`config.mk`:
```
export PLATFORM = sky130hd
export DESIGN_NAME = sar_adc_controller
export DESIGN_NICKNAME = d
export VERILOG_FILES = /design/src/rtl/sar_adc_pkg.sv /design/src/rtl/sar_adc_controller.sv
export SDC_FILE = /design/constraint.sdc
export NUM_CORES = 1
export LEC_CHECK = 0
export CORE_ASPECT_RATIO = 1.1
export CORE_UTILIZATION = 44
export DETAILED_ROUTE_END_ITERATION = 6
export GPL_ROUTABILITY_DRIVEN = 0
export PLACE_DENSITY = 0.66
export RECOVER_POWER = 25
export SYNTH_ARGS = -nofsm -noshare
export SYNTH_HDL_FRONTEND = slang
export SYNTH_SLANG_ARGS = --single-unit
```
`constraint.sdc`:
```
create_clock -name clk -period 1.7 [get_ports clk]
set_input_delay 0.17 -clock clk [delete_from_list [all_inputs] [get_ports clk]]
set_output_delay 0.17 -clock clk [all_outputs]
set_load 0.02 [all_outputs]
```
`src/rtl/sar_adc_pkg.sv`:
```
// Shared types and defaults for the SAR ADC controller.
package sar_adc_pkg;

    // Default conversion resolution.
    localparam int DEFAULT_BITS = 8;

    // Controller states: tracking, resolving bits, holding the result.
    typedef enum logic [1:0] {
        IDLE    = 2'd0,
        CONVERT = 2'd1,
        DONE    = 2'd2
    } sar_state_t;

endpackage

```
`src/rtl/sar_adc_controller.sv`:
```
// Successive-approximation controller: drives trial codes to an external
// capacitive DAC, resolves one bit per cycle MSB first from the comparator,
// then holds the final code with out_valid high until reset or a restart.
module sar_adc_controller
    import sar_adc_pkg::*;
#(
    parameter int BITS = DEFAULT_BITS
) (
    input  logic            clk,
    input  logic            rst_n,
    input  logic            adc_start,
    input  logic            comparator_val,
    output logic            run_adc_n,
    output logic [BITS-1:0] adc_val,
    output logic            out_valid
);

    localparam int              IDX_W     = (BITS > 1) ? $clog2(BITS) : 1;
    localparam logic [IDX_W-1:0] IDX_MSB  = IDX_W'(BITS - 1);
    localparam logic [BITS-1:0] MSB_TRIAL = BITS'(1) << (BITS - 1);

    sar_state_t       state_q, state_d;
    logic [BITS-1:0]  val_q, val_d;
    logic [IDX_W-1:0] idx_q, idx_d;
    logic             valid_q, valid_d;
    logic             run_n_q, run_n_d;

    // Next-state and next-output logic for the conversion FSM.
    always_comb begin
        // NOTE: every variable gets a default first so no path leaves it
        // unassigned, which would otherwise infer a latch.
        state_d = state_q;
        val_d   = val_q;
        idx_d   = idx_q;
        valid_d = valid_q;
        run_n_d = run_n_q;

        unique case (state_q)
            IDLE: begin
                run_n_d = 1'b1;
                valid_d = 1'b0;
                if (adc_start) begin
                    state_d = CONVERT;
                    run_n_d = 1'b0;
                    val_d   = MSB_TRIAL;
                    idx_d   = IDX_MSB;
                end
            end

            CONVERT: begin
                // Keep the bit under trial when the trial code is <= input;
                // adc_start is deliberately ignored here.
                val_d[idx_q] = comparator_val;
                if (idx_q != '0) begin
                    val_d[idx_q - 1'b1] = 1'b1;
                    idx_d               = idx_q - 1'b1;
                end else begin
                    state_d = DONE;
                    valid_d = 1'b1;
                end
            end

            DONE: begin
                // Input stays held; only a new start or reset leaves DONE.
                if (adc_start) begin
                    state_d = CONVERT;
                    valid_d = 1'b0;
                    val_d   = MSB_TRIAL;
                    idx_d   = IDX_MSB;
                end
            end

            default: begin
                state_d = IDLE;
                run_n_d = 1'b1;
                valid_d = 1'b0;
                val_d   = '0;
                idx_d   = IDX_MSB;
            end
        endcase
    end

    // State and registered outputs; reset abandons any partial conversion.
    always_ff @(posedge clk or negedge rst_n) begin
        if (!rst_n) begin
            state_q <= IDLE;
            val_q   <= '0;
            idx_q   <= IDX_MSB;
            valid_q <= 1'b0;
            run_n_q <= 1'b1;
        end else begin
            // NOTE: non-blocking assignments so every register updates from
            // the pre-edge values, independent of statement order.
            state_q <= state_d;
            val_q   <= val_d;
            idx_q   <= idx_d;
            valid_q <= valid_d;
            run_n_q <= run_n_d;
        end
    end

    assign adc_val   = val_q;
    assign out_valid = valid_q;
    assign run_adc_n = run_n_q;

endmodule

```
### Word-level counts from Yosys, hierarchy flattened

Index checks and enable logic that the tools add are counted.

* add/sub/neg operators: 1
* equality and inequality tests: 6
* reduce and logical (&&, ||, !) cells: 9
* mux-type cells: 19
* bitwise operators: 1
* order comparisons: 4

Operator list (count)
* $mux 8: 2
* $pmux 8 s2: 1
* $bwmux 8: 1
* $lt 3x4->1 const B: 2
* $or 8x8->8: 1
* $demux 1 s3: 2
* $ge 3x1->1 const B: 2
* $mux 3: 2
* $ne 2x2->1 const B: 3
* $pmux 3 s2: 1
* $reduce_and 2->1: 3
* $mux 1: 5
* $mux 2: 2
* $pmux 1 s2: 2
* $pmux 2 s2: 1
* $reduce_or 2->1: 2
* $reduce_bool 3->1: 1
* $sub 3x1->3 const B: 1
* $eq 2x1->1 const B: 1
* $eq 2x2->1 const B: 1
* $logic_and 1x1->1: 2
* $logic_not 2->1: 1
* $ne 2x1->1 const B: 1

* input bits: 4
* word-level logic and storage cells: 45
* output and inout port bits: 10
* register bits after elaboration: 15

### Longest topological paths before layout

Gate-level depths: netlist of run 1.

* depth after elaboration: 8
* mapped depth: 7
* gate-level depth less buffers: 6

### Worst setup path before layout of run 1

Ideal clock, no wire load.

* path type: reg2reg
* from: register idx_q[0]
* to: register val_q[7], in the netlist adc_val[7]
* path buffers: 1
* clock period less this slack: 1.700 ns
* required time: 1.622 ns
* data arrival time: 1.622 ns
* library setup time: 0.078 ns
* cell stages (with the launch flop): 8
* path slack: 0.000 ns
* path through: dfstp_2 buf_6 inv_2 ha_1 nor2_1 mux2i_4 o31ai_1 o2bb2ai_1

* longest elaborated chain between the ends: 8
* elaborated cells between the ends (all ways): 16
* classes of those cells: add/sub: 1; order compare: 4; mux: 7; bitwise: 1; reduce/logical: 3

RTL lines
* from (decl): line sar_adc_controller.sv:24 `logic [IDX_W-1:0] idx_q, idx_d;`
* from (signal assigned): line sar_adc_controller.sv:96 `idx_q <= idx_d;`
* $sub 3x1->3, or another cell as far along: line sar_adc_controller.sv:55 `val_d[idx_q - 1'b1] = 1'b1;`
* $lt 3x4->1 (not written as such), or another cell as far along: line sar_adc_controller.sv:55
* $logic_and 1x1->1 (not written as such) or $mux 1 (tied branches): line sar_adc_controller.sv:55, sar_adc_controller.sv:53
* $mux 1 (not written as such) or $demux 1 s3 (tied branches): line sar_adc_controller.sv:55, sar_adc_controller.sv:53
* $demux 1 s3 or $bwmux 8 (tied branches): line sar_adc_controller.sv:55, sar_adc_controller.sv:53
* $or 8x8->8 (no line)
* $mux 8 (*): line sar_adc_controller.sv:54 `if (idx_q != '0) begin`
* $pmux 8 s2 (*): line sar_adc_controller.sv:38 `unique case (state_q)`
* to (signal assigned): line sar_adc_controller.sv:95 `val_q <= val_d;`
* to (decl): line sar_adc_controller.sv:23 `logic [BITS-1:0] val_q, val_d;`

Mark *: on every way between the ends. The rest lies on a longest branch, timed or not.
A chain may end at the register's enable or synchronous reset.

### Worst setup path in the final report of run 1

Same ends and word-level chain as after synthesis.

==> results of run 1 <==
[path summary, 6_finish.rpt]
path / startpoint / endpoint / slack, ns / depth (start not counted)
setup / recovery: idx_q[0] / adc_val[7] / 0.07 / 6
hold / removal: out_valid / out_valid / 0.50 / 1
setup reg to reg: idx_q[0] / adc_val[7] / 0.07 / 6
hold reg to reg: out_valid / out_valid / 0.50 / 1
max in group asynchronous: rst_n / state_q[1] / 0.65 / 2
min in group asynchronous: rst_n / adc_val[5] / 0.51 / 2
[registers in the layout (all words and copies together) (netlist names)]
name / count
adc_val: 8
run_adc_n: 1
idx_q: 3
state_q: 2
out_valid: 1
[stage by stage]
step	hold WS [ns]	TNS, ns	setup WS [ns]
5_1_grt	0.539	-0.0575	-0.0276
6_report	0.496	0	0.0670
3_5_place_dp	0.483	0	0.0524
2_1_floorplan	-0.126	0	0.000178
3_3_place_gp	0.474	0	0.0639
4_1_cts	0.193	0	0.0377
[what timing repair did]
item	CTS	global route
hold endpoints to repair	0	0
resized for setup	0	7
hold buffers	0	0
setup endpoints to repair	0	9
[synthesized netlist by cell type (all sizes together), types with 3 or more instances]
cell type	n
mux2i	7
dfstp	4
ha	6
inv	5
nor3	3
o21ai	9
dfrtp	11
nor3b	3
nor2	7
buf	4
a21oi	3
a22o	7
nand3	3
nand2	7
[critical path: stages (launching register included)]
cell,delay (ns)
dfstp_2,0.54
inv_2,0.06
ha_1,0.23
nor2_1,0.22
mux2i_4,0.12
o31ai_1,0.25
o2bb2ai_1,0.14
[kinds of logic after synthesis]
logic type      count (synthesis)
fa+ha+maj                       6
buf+inv                        10
simple gates                   30
flops                          15
mux                             8
compound gates                 31
[power by group through the flow]
| stage | sequential, mW | clock [mW] | combinational, mW |
|---|---|---|---|
| after floorplan | 0.613 | 0 | 0.642 |
| after global placement | 0.546 | 0 | 0.988 |
| after detailed placement | 0.551 | 0 | 0.981 |
| after CTS | 0.545 | 0.216 | 0.988 |
| after global routing | 0.558 | 0.232 | 1.12 |
| final | 0.544 | 0.206 | 1.02 |
[area by class of cell]
cell class,instances,area (µm²),share of cell area (%)
Tap cell,28,35.0,2.81
Multi-Input combinational cell,75,602,48.2
Inverter,5,18.8,1.50
Sequential cell,15,380,30.5
Timing Repair Buffer,21,186,14.9
Clock buffer,4,26.3,2.10
[per-layer routing]
layer  track usage, %  up-vias  wire length [µm]
li1                 -      408                 -
met1             23.8      403               936
met2             35.8       10              1110
met3             3.10        2                47
met4             8.80        0                17
met5                0        -                 0
==> results.cfg, run 1 <==
[global_route]
maximum_number_of_pins_on_one_net_before_global_route_repair = 16
initial_antenna_violation_count = 0
via_count_of_the_first_global_routing_pass = 837
globalRouteOverflowTotal = 0
globalRouteTotalUtil_pct = 20.5
first_pass_grt_wire_length_mm = 3.53

[sta]
max-slew-margin-rel_pct = 40.9
setup_repair_after_global_routing_missed_its_margin = true
final-setup-viol-count = 0
worst-slew-pin-transition_ns = 0.887
finClkSkew_ns = 0.00487
fin_crit_sh_pct = 96.1
max_freq_mhz = 612
timing.final.max_slew_violations = 0
report.final.hold_viol_count = 0
final_period_minus_worst_setup_slack_ns = 1.63

[clock_network]
cts_post_setup_buffers_inserted = 0
clock_sinks = 15
clk_latency_ns = 0.28
cts_htree_levels = 1
cts.root.buffer_cell = clkbuf_4
cts_tree = yes
max-clock-path-buffers = 2
cts_clock_pin_slew_for_the_worst_setup_and_hold_paths_ns = 0.09
cts-buffers-inserted = 3

[floorplanning]
floorplan.die.width_um = 47.8
fp-row-count = 17
starting_utilization_of_the_core_area_pct = 48.8
die_area_mm2 = 0.00251
fp.coreArea_mm2 = 0.00208
top_level_ports = 14
die_height_um = 52.4

[yosys]
number_of_enable_type_register_cells_in_the_synthesized_netlist = 0
combinational_family_with_the_most_area_after_synthesis = compound AO/OA/AOI/OAI gates
synth-seq-area-share_pct = 37.4
yosys.area.top_type = dfrtp_1
synth-seq-cells = 15
post-synth-top-area-fraction_pct = 27.1
synth-xor-area-share_pct = 0
dominantRegCellSynth = dfrtp_1
synth_fa_ha_area_share_pct = 7.38
post_synth_and_or_nand_nor_area_fraction_pct = 18.9
synthesis.area_mm2 = 0.00102
yosys_warnings = 0
post_synth_mux_area_share_pct = 9.23
synthesized_area_fraction_occupied_by_ao_oa_aoi_and_oai_cells_pct = 21.0
ys_async_sr_fraction_pct = 100
yosysUniqueCellTypes = 39
post_synth_inst_count = 100
nets_in_the_synthesized_netlist = 110
syn-mean-instance-area_um2 = 10.2
yosys-top-cells-area = dfrtp_1 27%, dfstp_2 10%, ha_1 7.4%, a22o_1 6.0%, mux2i_1 5.9%

[pwr]
power_switching_share_pct = 42.6
power_frac_clock_pct = 11.7
p_leak_nw = 0.562
p_total_mw = 1.77
pwr-share-seq_pct = 30.7
psw_mw = 0.754
power.density_mw_per_mm2 = 1420
vdd.ir_drop.worst_uv = 809
combPwrFrac_pct = 57.6
p_int_mw = 1.02

[detailed_routing]
routed_wire_length_per_instance_um = 14.3
number_of_iterations_in_the_first_detailed_routing_pass = 4
final_routed_wirelength_mm = 2.12
dr_total_vias = 823
detail_route.drc_violations = 0
routed_via_density = 5.56
antenna_left = 0
drtIter0Drc = 15

[layout]
layout-area-overhead-vs-synth_pct = 22.8
fillers = 208
nets = 131
commonest_non_fill_non_tap_cells_in_the_layout = 12 x clkdlybuf4s50_1, 11 x dfrtp_1
final_core_density_pct = 59.9
antenna_cells = 0
layout_commonest_cell = clkdlybuf4s50_1
final_area_mm2 = 0.00125
share_of_cells_above_drive_strength_1_pct = 25.0
fin_cells = 148

[placed_design]
placed_instances = 144
placement.cell_area_mm2 = 0.00120
place.port_buffers = 13
detailed_place_hpwl_mm = 1.59

[flow_run]
maxCapViolCount = 0

[worst_hold_path]
worstHoldPathType = reg2reg

[worst_setup_path]
critPathKind = reg2reg
critical_path_arrival_ns = 1.84
critPathLaunchType = register
critical_path.max_fanout = 5
crit_path_end_kind = register
worst-endpoint-required_ns = 1.91

[run_status]
outcome = finished, final reports clean
Power figures use the tool's default switching activity.
==> run 2: changes to the inputs <==
--- a/config.mk
+++ b/config.mk
@@ -6,6 +6,7 @@
 export NUM_CORES = 1
 export LEC_CHECK = 0
 export CORE_ASPECT_RATIO = 1.1
+export CORE_MARGIN = 3
 export CORE_UTILIZATION = 44
 export DETAILED_ROUTE_END_ITERATION = 6
 export GPL_ROUTABILITY_DRIVEN = 0
@@ -14,3 +15,4 @@
 export SYNTH_ARGS = -nofsm -noshare
 export SYNTH_HDL_FRONTEND = slang
 export SYNTH_SLANG_ARGS = --single-unit
+export TNS_END_PERCENT = 5
==> run 2 against run 1 <==
  * Flip-flop and latch count unchanged
  * Design area shrank 1.0%
  * Final cell count decreased by 0.68%
  * Critical path type unchanged
  * Highest routed layer unchanged
  * Clock skew fell by 0.00081 ns
  * Largest cell class unchanged
  * Sequential share of layout area up 0.31 points
  * Register-to-register slack better by 0.04 ns
==> results.cfg, run 2 (synthesized netlist as in run 1, its figures left out) <==
[clock_network]
max-clock-path-buffers = 2
clk_latency_ns = 0.28
cts_htree_levels = 1
cts.root.buffer_cell = clkbuf_4
cts_tree = yes
cts_clock_pin_slew_for_the_worst_setup_and_hold_paths_ns = 0.09
clock_sinks = 15
cts-buffers-inserted = 3

[flow_run]
maxCapViolCount = 0

[placed_design]
placement.cell_area_mm2 = 0.00119
detailed_place_hpwl_mm = 1.51
place.port_buffers = 13

[sta]
timing.final.max_slew_violations = 0
final-setup-viol-count = 0
worst-slew-pin-transition_ns = 0.822
finClkSkew_ns = 0.00406
max-slew-margin-rel_pct = 45.2
final_period_minus_worst_setup_slack_ns = 1.60
final.hold.worst_slack_ns = 0.489
timing.setup.tns_ns = 0
fin_crit_sh_pct = 94.0
report.final.hold_viol_count = 0
max_freq_mhz = 626

[layout]
commonest_non_fill_non_tap_cells_in_the_layout = 12 x clkdlybuf4s50_1, 11 x dfrtp_1, 7 x nand2_1, 7 x o21ai_0, 7 x a22o_1
final_area_mm2 = 0.00124
fillers = 196
share_of_cells_above_drive_strength_1_pct = 23.5
layout_commonest_cell = clkdlybuf4s50_1
layout-area-overhead-vs-synth_pct = 21.5
flip_flop_count_of_the_largest_register_all_copies_and_words_added = 8
antenna_cells = 0
nets = 130

[worst_setup_path]
cp_cell_sequence = inv_2, ha_2, nor2_1, mux2i_4, o31ai_1, o2bb2ai_1
critical_path.max_fanout = 5
worst-endpoint-required_ns = 1.90
cp_slowest_cell = dfstp_2
crit_path_end_kind = register
critical_path_arrival_ns = 1.80
critPathKind = reg2reg
critPathLaunchType = register
timing.critical_path.slowest_cell_delay_ns = 0.55

[global_route]
globalRouteTotalUtil_pct = 16.2
globalRouteOverflowTotal = 0
maximum_number_of_pins_on_one_net_before_global_route_repair = 16
via_count_of_the_first_global_routing_pass = 784
initial_antenna_violation_count = 0
first_pass_grt_wire_length_mm = 3.66

[pwr]
vdd.ir_drop.worst_uv = 734
p_leak_nw = 0.553
p_total_mw = 1.75
power.density_mw_per_mm2 = 1420

[worst_hold_path]
worstHoldPathType = in2async

[detailed_routing]
routed_via_density = 5.58
final_routed_wirelength_mm = 2.06
dr_total_vias = 820
drtIter0Drc = 12
detail_route.drc_violations = 0
antenna_left = 0
number_of_iterations_in_the_first_detailed_routing_pass = 4
routed_wire_length_per_instance_um = 14.0

[floorplanning]
top_level_ports = 14
die_area_mm2 = 0.00293
die_height_um = 56.4
fp.coreArea_mm2 = 0.00211
starting_utilization_of_the_core_area_pct = 48.3
floorplan.die.width_um = 51.8
fp-row-count = 17

[run_status]
outcome = finished, final reports clean
-- run 2: changes by cell type in the layout (fill, tap and decap cells not counted) --
cell / before / now
ha_2: 1 / 2
nor2_2: 2 / 1
nor2_1: 4 / 5
ha_1: 5 / 4
buf_4: 7 / 6
o31ai_1: 1 / 2
o31ai_2: 1 / 0
-- run 2: what timing repair did --
action / in CTS / in global routing
setup buffers: 0 / 0
hold buffers: 0 / 0
endpoints found under the setup margin: 0 / 9
resized for setup: 0 / 6
-- run 2: layout make-up --
type,instances,area [µm²],share of cell area [%]
inverter,5,18.8,1.52
clock buffer,4,26.3,2.13
tap,28,35.0,2.83
sequential,15,380,30.8
multi-input combinational,75,597,48.3
timing repair buffer,20,179,14.5
-- run 2: layer usage --
layer  vias up  track usage [%]  part of all wire [%]
li1        401                -                     -
met1       402             23.1                    47
met2        15             23.9                    49
met3         2             3.18                   3.5
met4         0             5.62                  0.73
met5         -                0                     0
-- run 2: critical path: cells and delay by family (launching register included) --
family                     cells  cell delay (ns)
adders and majority gates      1             0.20
and+or+nand+nor                1             0.21
AOI/OAI and AO/OA              2             0.37
buffers and inverters          1             0.06
DFF                            1             0.55
muxes                          1             0.13
-- run 2: per-stage QoR --
stage / cells / setup slack [ns] / utilization [%]
3_3_place_gp: 143 / 0.0602 / 56.6
4_1_cts: 147 / 0.0228 / 57.9
6_report: 147 / 0.102 / 58.7
2_1_floorplan: 100 / 0.000178 / -
3_5_place_dp: 143 / 0.0479 / 56.6
5_1_grt: 147 / -0.0109 / 58.7
-- run 2: where the power goes --
| group | leakage [nW] | internal, mW | switching, mW |
|---|---|---|---|
| clock network | 0.0150 | 0.0909 | 0.110 |
| registers | 0.190 | 0.473 | 0.0736 |
| logic | 0.348 | 0.451 | 0.556 |
-- run 2: worst paths after layout --
kind / from / slack (ns) / to / cells past startpoint
min: rst_n / 0.49 / out_valid / 2
max in group asynchronous: rst_n / 0.70 / state_q[0] / 2
min reg2reg: out_valid / 0.50 / out_valid / 1
min in group clk: out_valid / 0.50 / out_valid / 1
max reg2reg: idx_q[0] / 0.10 / adc_val[7] / 6
max: idx_q[0] / 0.10 / adc_val[7] / 6
==> run 3: changes to the inputs <==
--- a/config.mk
+++ b/config.mk
@@ -8,6 +8,7 @@
 export CORE_ASPECT_RATIO = 1.1
 export CORE_MARGIN = 3
 export CORE_UTILIZATION = 44
+export CTS_CLUSTER_SIZE = 16
 export DETAILED_ROUTE_END_ITERATION = 6
 export GPL_ROUTABILITY_DRIVEN = 0
 export PLACE_DENSITY = 0.66
==> results of run 3 <==
Same layout as run 2: the final DEF is identical, and so are final timing and power.
==> edit: new RTL, settings of run 1 <==
Take the reset off `val_q` and load it in a clocked block of its own.
--- a/src/rtl/sar_adc_controller.sv
+++ b/src/rtl/sar_adc_controller.sv
@@ -85,5 +85,4 @@
         if (!rst_n) begin
             state_q <= IDLE;
-            val_q   <= '0;
             idx_q   <= IDX_MSB;
             valid_q <= 1'b0;
@@ -93,9 +92,12 @@
             // the pre-edge values, independent of statement order.
             state_q <= state_d;
-            val_q   <= val_d;
             idx_q   <= idx_d;
             valid_q <= valid_d;
             run_n_q <= run_n_d;
         end
+    end
+
+    always_ff @(posedge clk) begin
+        val_q <= val_d;
     end
 
Function: changed (a bounded check fails within 4 cycles, from zero or initial values and one cycle with rst_n low).
==> edit against run 1 <==
- count of clock-buffer cells in the layout unchanged
- sequential cell count unchanged
- global-route usage increased by 0.17 points
- design area increased by 0.50%
- area after synthesis decreased by 4.7%
- wire length decreased by 1.4%
- setup slack got worse by 0.029 ns
- total power increased by 28%
- non-clock buffer count increased by 4
- highest routed layer unchanged
==> edit: results (changes against run 1) <==
[detailed_routing]
avgViaCountPerCell = 5.51  ; -0.97%
first_iter_violations = 14  ; -1
via_count = 804  ; -2.3%
routed_wl_um = 2090  ; -1.4%

[clock_tree]
cts_buffers = 3  ; unchanged
clk_latency_ns = 0.28  ; about the same

[yosys]
ys_top_cells_by_area = edfxtp_1, dfstp_2, dfrtp_1, ha_1, mux2i_1
ys_async_sr_fraction_pct = 46.7  ; -53 points
ys_types = 34  ; -13%
yosysSeqAreaShare_pct = 43.4  ; +6.0 points
synthCells = 95  ; -5.0%
yosys-top-cells-count = a21oi_1, edfxtp_1, nor2_1
synth_edf_count = 8  ; +8
synth.net_count = 105  ; -4.5%

[placement]
port_buffers = 13  ; unchanged
dp_cells = 138  ; -4.2%
dp_hpwl_um = 1550  ; -2.3%
placed_cell_area_um2 = 1160  ; -3.3%

[outcome]
outcome = finished clean

[timing]
fin_worst_skew_ns = 0.00150  ; -0.00337 ns
max-slew-margin-rel_pct = 76.7  ; +36 points
timing.hold.ws_ns = 0.219  ; -0.277 ns

[hold_path]
hp-class = in -> async

[global_routing]
grt_pass1_vias = 763  ; -8.8%
grt_use_total_pct = 20.7  ; +0.17 points
grt_pass1_wl_um = 3500  ; -0.96%
grt_max_degree = 16  ; unchanged

[finish]
fill_cells = 187  ; -10%
drive_above_1_share_pct = 29.7  ; +4.7 points
final_nets = 129  ; -1.5%

[worst_setup_path]
reg2reg_depth = 6  ; unchanged
r2r_slack_ns = 0.04  ; -0.03 ns
worstPathMaxFanout = 4  ; -1
rr_endpoint = adc_val[5]$_DFFE_PP_
worstPathArrival_ns = 1.79  ; -0.05 ns

[pwr]
max-vdd-ir-drop_mv = 0.923  ; +14%
total_leakage_power_nw = 0.534  ; -5.0%
p_int_mw = 1.32  ; +30%

[edit: power groups by stage]
stage               Clock (mW)  Sequential (mW)  Combinational [mW]
finish                   0.205            0.714                1.34
global route             0.236            0.730                1.47
CTS                      0.215            0.701                1.23
detailed placement           0            0.711                1.22
global placement             0            0.700                1.22
floorplan                    0            0.800               0.761
[edit: how the worst max path moves through the flow]
stage                      endpoint            startpoint  cells past startpoint  slack (ns)
6_report       adc_val[5]$_DFFE_PP_  idx_q[0]$_DFFE_PN1P_                      6        0.04
5_1_grt        adc_val[7]$_DFFE_PP_  idx_q[0]$_DFFE_PN1P_                      5       -0.03
3_5_place_dp   adc_val[4]$_DFFE_PP_  idx_q[0]$_DFFE_PN1P_                      6        0.01
4_1_cts        adc_val[5]$_DFFE_PP_  idx_q[0]$_DFFE_PN1P_                      6      0.0004
2_1_floorplan  adc_val[5]$_DFFE_PP_  idx_q[0]$_DFFE_PN1P_                      7       0.005
3_3_place_gp   adc_val[4]$_DFFE_PP_  idx_q[1]$_DFFE_PN1P_                      6        0.02
[edit: cell families (layout without fill, tap and decap cells)]
group           after synthesis  in the layout  synth area share, %
compound gates               25             25                 18.5
flops                        15             15                 43.4
buf+inv                      12             35                 7.48
mux                           8              8                 8.52
fa+ha+maj                     6              6                 7.74
simple gates                 29             29                 14.5
[edit: cell type report]
| cell class | instances | area share, % |
|---|---|---|
| inverter | 6 | 2.19 |
| tap | 28 | 2.79 |
| timing repair buffer | 25 | 17.5 |
| multi-input combinational | 68 | 41.9 |
| clock buffer | 4 | 2.09 |
| sequential | 15 | 33.5 |
[edit: repair_timing]
action                     in CTS  in global routing
pin swaps                       0                  1
setup endpoints to repair       1                  6
buffers inserted                0                  4
resized for setup               1                  8
cloned                          0                  0
[edit: critical path, cell delays in order (launching register included)]
cell      delay (ns)
dfstp_2         0.56
inv_4           0.06
ha_4            0.16
or3b_4          0.39
o21ai_4         0.10
a211oi_2        0.10
a211oi_2        0.14
[edit: through the flow]
step	setup WS (ns)	setup TNS, ns	utilization (%)
finish	0.0380	0	61.5
global route	-0.0339	-0.0958	61.5
CTS	0.000382	0	58.1
detailed placement	0.0128	0	56.8
global placement	0.0192	0	56.8
floorplan	0.00498	0	-
[edit: routing by layer]
metal	wire length [µm]	GRT usage, %	vias up
li1	-	-	388
met1	953	28.3	397
met2	1040	31.9	15
met3	54	3.18	4
met4	36	8.57	0
met5	0	0	-
